## src/rtl/cla_sub32_serial.sv

```systemverilog
// Multi-cycle 32-bit subtractor: d = a - b - bin, one 8-bit carry-lookahead slice per cycle.
// Define CLA_SUB32_SERIAL_OVF_EN to build the signed-overflow flag; otherwise ovf is tied low.
module cla_sub32_serial (
    input  logic        clk,
    input  logic        rst,
    input  logic        in_valid,
    output logic        in_ready,
    input  logic [31:0] a,
    input  logic [31:0] b,
    input  logic        bin,
    output logic        out_valid,
    input  logic        out_ready,
    output logic [31:0] d,
    output logic        bout,
    output logic        zero,
    output logic        ovf
);

    typedef enum logic [1:0] {
        IDLE = 2'd0,
        RUN  = 2'd1,
        DONE = 2'd2
    } state_t;

    state_t      state;
    state_t      state_nx;
    logic [1:0]  cnt;
    logic        carry;
    logic [31:0] a_q;
    logic [31:0] b_q;

    logic        accept;
    logic        last;
    logic [4:0]  base;
    logic [7:0]  x;
    logic [7:0]  y;
    logic [7:0]  g;
    logic [7:0]  p;
    logic [7:0]  s;
    logic [8:0]  c;
    logic        prod;

    assign accept = in_valid && (state == IDLE);
    assign last   = (state == RUN) && (cnt == 2'd3);
    assign base   = {cnt, 3'b000};

    // Subtraction as a + ~b + ~bin: the carry register holds the inverted borrow.
    always_comb begin
        // NOTE: every variable driven here gets a default first so no latch is inferred.
        x    = a_q[base +: 8];
        y    = ~b_q[base +: 8];
        g    = x & y;
        p    = x ^ y;
        c    = '0;
        prod = 1'b0;
        c[0] = carry;
        for (int i = 0; i < 8; i++) begin
            c[i+1] = g[i];
            prod   = p[i];
            for (int j = i - 1; j >= 0; j--) begin
                c[i+1] = c[i+1] | (prod & g[j]);
                prod   = prod & p[j];
            end
            c[i+1] = c[i+1] | (prod & carry);
        end
        s = p ^ c[7:0];
    end

    always_ff @(posedge clk or posedge rst) begin
        // NOTE: sequential state uses non-blocking assignments only.
        if (rst) begin
            state <= IDLE;
        end else begin
            state <= state_nx;
        end
    end

    always_comb begin
        state_nx = state;
        case (state)
            IDLE:    if (in_valid)  state_nx = RUN;
            RUN:     if (last)      state_nx = DONE;
            DONE:    if (out_ready) state_nx = IDLE;
            default:                state_nx = IDLE;
        endcase
    end

    always_comb begin
        in_ready  = (state == IDLE);
        out_valid = (state == DONE);
    end

    always_ff @(posedge clk or posedge rst) begin
        if (rst) begin
            a_q   <= '0;
            b_q   <= '0;
            carry <= 1'b0;
            cnt   <= 2'd0;
            d     <= '0;
            bout  <= 1'b0;
            zero  <= 1'b0;
        end else if (accept) begin
            a_q   <= a;
            b_q   <= b;
            carry <= ~bin;
            cnt   <= 2'd0;
        end else if (state == RUN) begin
            d[base +: 8] <= s;
            carry        <= c[8];
            cnt          <= cnt + 2'd1;
            if (last) begin
                bout <= ~c[8];
                // Flag taken from the full word: lower slices already in d, top slice from s.
                zero <= ({s, d[23:0]} == 32'd0);
            end
        end
    end

`ifdef CLA_SUB32_SERIAL_OVF_EN
    logic ovf_q;

    // c[7] is the carry into bit 31 while the top slice is in flight.
    always_ff @(posedge clk or posedge rst) begin
        if (rst) begin
            ovf_q <= 1'b0;
        end else if (last) begin
            ovf_q <= c[7] ^ c[8];
        end
    end

    assign ovf = ovf_q;
`else
    assign ovf = 1'b0;
`endif

endmodule

```

## config.mk

```make
export PLATFORM = sky130hd
export DESIGN_NAME = cla_sub32_serial
export DESIGN_NICKNAME = d
export VERILOG_FILES = /design/src/rtl/cla_sub32_serial.sv
export SDC_FILE = /design/constraint.sdc
export NUM_CORES = 1
export LEC_CHECK = 0
export ABC_AREA = 1
export BUFFER_PORTS_ARGS = -buffer_cell sky130_fd_sc_hd__buf_4
export CAP_MARGIN = 5
export CELL_PAD_IN_SITES_DETAIL_PLACEMENT = 1
export CELL_PAD_IN_SITES_GLOBAL_PLACEMENT = 1
export CORE_MARGIN = 1.5
export CORE_UTILIZATION = 36
export CTS_CLUSTER_DIAMETER = 150
export DETAILED_ROUTE_END_ITERATION = 10
export GPL_ROUTABILITY_DRIVEN = 0
export PLACE_DENSITY_LB_ADDON = 0.1
export SLEW_MARGIN = 40
export SYNTH_ARGS = -nofsm -noshare
export SYNTH_HDL_FRONTEND = slang
export SYNTH_SLANG_ARGS = --single-unit
export TNS_END_PERCENT = 5
```

## constraint.sdc

```tcl
create_clock -name clk -period 3 [get_ports clk]
set_input_delay 0.45 -clock clk [delete_from_list [all_inputs] [get_ports clk]]
set_output_delay 0.45 -clock clk [all_outputs]
set_load 0.01 [all_outputs]
```

Yosys cells after proc, flatten, opt, wreduce, memory -nomap -nowiden. Cells that the tools add are included.

Input bits: 69. Register bits: 103. Logic and storage cells: 144. Output and inout port bits: 37.

Eq/ne operators: 6. Reductions and logical operators: 8. Add/subtract/negate cells: 2. Mux-type cells: 9. Shifts and indexed selects: 4. Bitwise operators: 107.

Operators with widths (count): 1-bit bitwise AND (64); 32-bit by 6-bit variable part select with 8-bit output (2); 1-bit OR (36); 32-bit bitwise mux (1); 32-bit logical NOT (1); 8-bit by 7-bit variable shift with 32-bit output (first input constant) (1); 8-bit by 7-bit variable part select with 32-bit output (1); 8-bit bitwise XOR (2); 2-bit two-way mux (5); 8-bit bitwise AND (1); 8-bit NOT (1); 5-bit negation with 7-bit output (1); 2-bit one-hot mux with 3 select lines (1); 3-bit AND reduction (2); 2-bit equality test (second input constant) (2); 2-bit != test (second input constant) (2); 1-bit NOT (3); 2-bit by 1-bit adder with 2-bit output (second input constant) (1); 2-bit by 1-bit equality test with 1-bit output (second input constant) (1); 1-bit logical AND (2); 2-bit logical NOT (1); 1-bit two-way mux (2); 2-bit by 1-bit != test with 1-bit output (second input constant) (1); 2-bit AND reduction (1); 2-bit nonzero test (1).

Logic depth before layout (Yosys ltp).
Depth after elaboration: 14. Depth in mapped cells: 19. Depth with buffers taken out: 17.

Worst setup path after synthesis. Ideal clock, no wire load.

Path type: reg2reg. Start: register cnt[0]. End: register zero. Stages on the path, launching flop included: 19. Period minus slack after synthesis: 2390 ps. Setup time: 116 ps. Arrival time: 2273 ps. Required time: 2884 ps. Path buffers: 3. Setup slack: 610 ps. Cell sequence: dfrtp_1 -> buf_2 -> inv_1 -> clkbuf_1 -> nor2_1 -> nor2_1 -> a21oi_1 -> ha_1 -> buf_6 -> nand2_1 -> nor2_1 -> nor2_1 -> nand3_1 -> nand2_1 -> nand2_1 -> nand3_1 -> nor2_1 -> nand2_1 -> nand2_1.

Longest elaborated chain between the ends: 13. Elaborated cells between the ends (all ways): 87. Those cells by class: eq/ne: 1; shift: 2; bitwise: 81; reduce/logical: 3.

Ends and longest elaborated chain: from (decl) (RTL line 27) `logic [1:0] cnt;`; from (signal assigned) (RTL line 110) `cnt <= cnt + 2'd1;`; 32-bit by 6-bit variable part select with 8-bit output (RTL line 51) `y = ~b_q[base +: 8];`; 8-bit NOT (RTL line 51); 8-bit bitwise XOR or 8-bit bitwise AND (tied branches) (RTL line 53, 52); 1-bit bitwise AND, on equally long branches (RTL line 61, 62); 1-bit OR, or another cell as far along (5 in series) (RTL line 61) `c[i+1] = c[i+1] | (prod & g[j]);`; 1-bit OR or 1-bit bitwise AND (tied branches) (RTL line 61, 64); 1-bit OR (RTL line 64) `c[i+1] = c[i+1] | (prod & carry);`; 8-bit bitwise XOR (RTL line 66) `s = p ^ c[7:0];`; 32-bit logical NOT (RTL line 114) `zero <= ({s, d[23:0]} == 32'd0);`; to (signal assigned) (RTL line 114); to (decl) (RTL line 15) `output logic zero,`.

Parallel ways exist; a longest one is shown, timed or not. A chain may end at the register's enable or synchronous reset.

Final worst setup path. Same ends and word-level chain as after synthesis.

==> summary.md <==
| Metric | Value |
|---|---|
| Reg2reg setup slack | `around 0.32 ns` |
| Final wirelength | `15.4 mm` |
| Clock Skew | `approximately 0.008 ns` |
| Worst reg-to-reg path cell count | `17` |
| Initial antenna violation count | `0` |
| CTS Buffer Depth | `2` |
| Initial Util | `37.1%` |
| Layout cells sized above 1 | `about a fifth` |
| Inserted Diodes | `0` |
| Status | `complete, no violations` |
| Total core area | `around 0.014 mm2` |
| Post-CTS setup buffer count | `0` |
| Critical Path End Type | `register` |
| Met3 WL | `approximately 550 um` |
| Port Buffers | `approximately 100` |
| Slew HR | `~55%` |
| Power Density | `between 1000 and 1500 mW/mm2` |
| Syn_nets | `about 760` |
| Worst R2R End | `zero` |
| Vias in the first global route | `4892` |
| Vias per cell | `4.91` |
| Largest net degree at the start of global routing | `between 50 and 60` |
| Die Wd | `123 um` |
| Crit Path Max Fanout | `15` |
| Row count | `between 40 and 50` |
| CTS Sinks | `approximately 100` |
| Top sig layer | `met4` |
| CP dominant cell by count | `nand2_1` |
| Worst endpoint required time | `3.29 ns` |
| Fraction of the mapped netlist area in compound gates | `9.89%` |
| Endpoints failing setup | `0` |
| Setup TNS | `0 ns` |
| Synth top area cells | `dfrtp_1, nand2_1, o21ai_0` |
| Largest family of logic cells by synthesized area | `simple AND/OR/NAND/NOR gates` |
| Post-Syn Area per Cell | `7.69 um2` |
| Share of the synthesized area in the top cell type | `49.8%` |
| Gr ovfl total | `0` |
| RR Startpoint | `cnt[0]` |
| Post-synthesis adder-cell area fraction | `approximately 4.0%` |
| Drt pass-1 iters | `4` |
| Htree depth | `3` |
| Post-synth top area cell | `dfrtp_1` |
| Final hold violation count | `0` |
| Crit-path max cell delay | `roughly 0.43 ns` |
| XOR/XNOR share of the synthesized area | `less than 1%` |
| Net count reported at finish | `857` |
| Die Area | `0.0151 mm2` |
| Average wire per standard cell | `roughly 16 um` |
| Most common cell after layout, fill and taps aside | `nand2_1` |
| Cell depth of the worst setup path | `17` |
| Die height | `between 100 and 150 um` |
| Post-Syn Instances | `673` |
| WL met1 | `around 7.2 mm` |
| Worst Setup EP | `zero` |
| Clk slew on worst S/H paths | `roughly 0.07 ns` |
| Io pins | `between 100 and 150` |
| Yosys cell types | `30` |
| Yosys reg bits | `103` |
| DRC | `0` |
| Vias | `4700` |
| Yosys warnings | `0` |
| Max VDD drop | `a little under 500 uV` |
| CP startpoint kind | `register` |
| Slew @ Worst Pin | `between 0.6 and 0.7 ns` |
| Max-capacitance violation count | `0` |
| Worst Path Arrival | `2.97 ns` |
| Hold Crit Class | `in -> async` |
| Slew Limit Fails | `0` |
| Layout area overhead | `25.4%` |
| Final period util | `between 80% and 90%` |
| Routed Antenna Nets | `0` |
| CTS tree | `yes` |
| Worst setup path class | `reg -> reg` |
| Crit path from | `cnt[0]` |
| CP cell instances | `inv_2, buf_4, nand2_1, a32oi_1, inv_1, fa_1, inv_1, nand2_1, nand2_1, nand2_1, nor2_1, nand3_1, nor2_1, nand3_1, nor2_1, nand2_1, nand2_1` |
| Root Driver | `clkbuf_16` |
| RSZ-0062 raised after global routing | `no` |
| LEAKAGE | `3.44 nW` |
| Util after Layout | `between 40 and 50%` |
| First DRT Iteration DRCs | `slightly below 200` |
| Sequential fraction of the synthesis area | `49.8%` |
| Crit path buf inv count | `4` |
| First-pass GRT wire length | `around 25 mm` |
| Crit path max-delay cell type | `fa_1` |
| Post-DP HPWL | `11.8 mm` |
| CP delay by family, top | `simple AND/OR/NAND/NOR gates` |
| Most frequent cells in the layout | `nand2_1, buf_4, dfrtp_1, inv_1, o21ai_0` |
| Total GRT Usage | `roughly 22%` |
| Mux cell area share after synthesis | `0%` |
| Worst-Skew Late Latency | `between 0.3 and 0.4 ns` |
| WL met2 | `7.18 mm` |
| Final min period | `roughly 2.7 ns` |
| CTS Buf Count | `9` |
| Simple-gate portion of the synthesized area | `between 20% and 30%` |
| Mapped cell area | `0.00517 mm2` |
| Fmax | `373 MHz` |
metrics by stage:
step / setup WS, ns / std cells / total power [mW] / area (um2) / hold WS (ns)
floorplan: 0.610 / 673 / 5.82 / 5180 / 0.444
global placement: 0.363 / 941 / 7.39 / 6170 / 0.462
detailed placement: 0.302 / 941 / 7.55 / 6170 / 0.461
CTS: 0.184 / 957 / 8.85 / 6490 / 0.208
global route: 0.00338 / 957 / 9.59 / 6490 / 0.240
finish: 0.317 / 957 / 8.76 / 6490 / 0.192
cell usage after synthesis (all sizes together):
library cell / instances
o31ai: 2
conb: 1
clkbuf: 9
nor3: 1
a32oi: 2
o21ai: 62
nand3: 27
buf: 19
nor4: 2
dfrtp: 103
fa: 1
ha: 15
nand2: 265
inv: 65
xor2: 1
nor2: 62
o22ai: 16
nand4: 7
a21oi: 13
layout make-up:
| class | instances | area [um2] |
|---|---|---|
| fillers | 1730 | 7440 |
| repair buffers | 116 | 908 |
| clock buffers | 12 | 267 |
| inverters | 65 | 248 |
| flip-flops and latches | 103 | 2580 |
| multi-input cells | 477 | 2210 |
| clock inverters | 4 | 51.3 |
| well taps | 180 | 225 |
registers in the layout (all words and copies together) (netlist names):
register,flops
b_q,32
carry,1
bout,1
zero,1
d,32
a_q,32
state,2
cnt,2
where the power goes:
group | internal [mW] | switching [mW] | total [mW]
clock | 0.717 | 0.533 | 1.25
sequential | 1.99 | 0.382 | 2.37
combinational | 1.71 | 3.42 | 5.14
total | 4.42 | 4.34 | 8.76
worst min-delay path by stage:
stage / end / slack, ns / cells after the start
2_1_floorplan: a_q[17] / 0.44 / 2
3_3_place_gp: a_q[13] / 0.46 / 2
3_5_place_dp: a_q[9] / 0.46 / 2
4_1_cts: d[5] / 0.21 / 2
5_1_grt: d[5] / 0.24 / 2
6_report: d[5] / 0.19 / 2
logic make-up (layout without fill, tap and decap cells):
family	count (synthesis)	in the layout
buf+inv	93	197
compound gates	95	95
simple gates	364	364
flops	103	103
xor+xnor	1	1
fa+ha+maj	16	16
other cells	1	1
routing by layer:
layer / track usage [%] / up-vias
met5: 0 / -
met2: 34.6 / 99
met3: 3.00 / 27
met1: 29.9 / 2253
met4: 9.52 / 0
li1: - / 2321
repair_timing:
action,4_1_cts,5_1_grt
hold buffers,0,0
resized for setup,0,1
endpoints found under the setup margin,0,1
(Power assumes the default switching activity.)
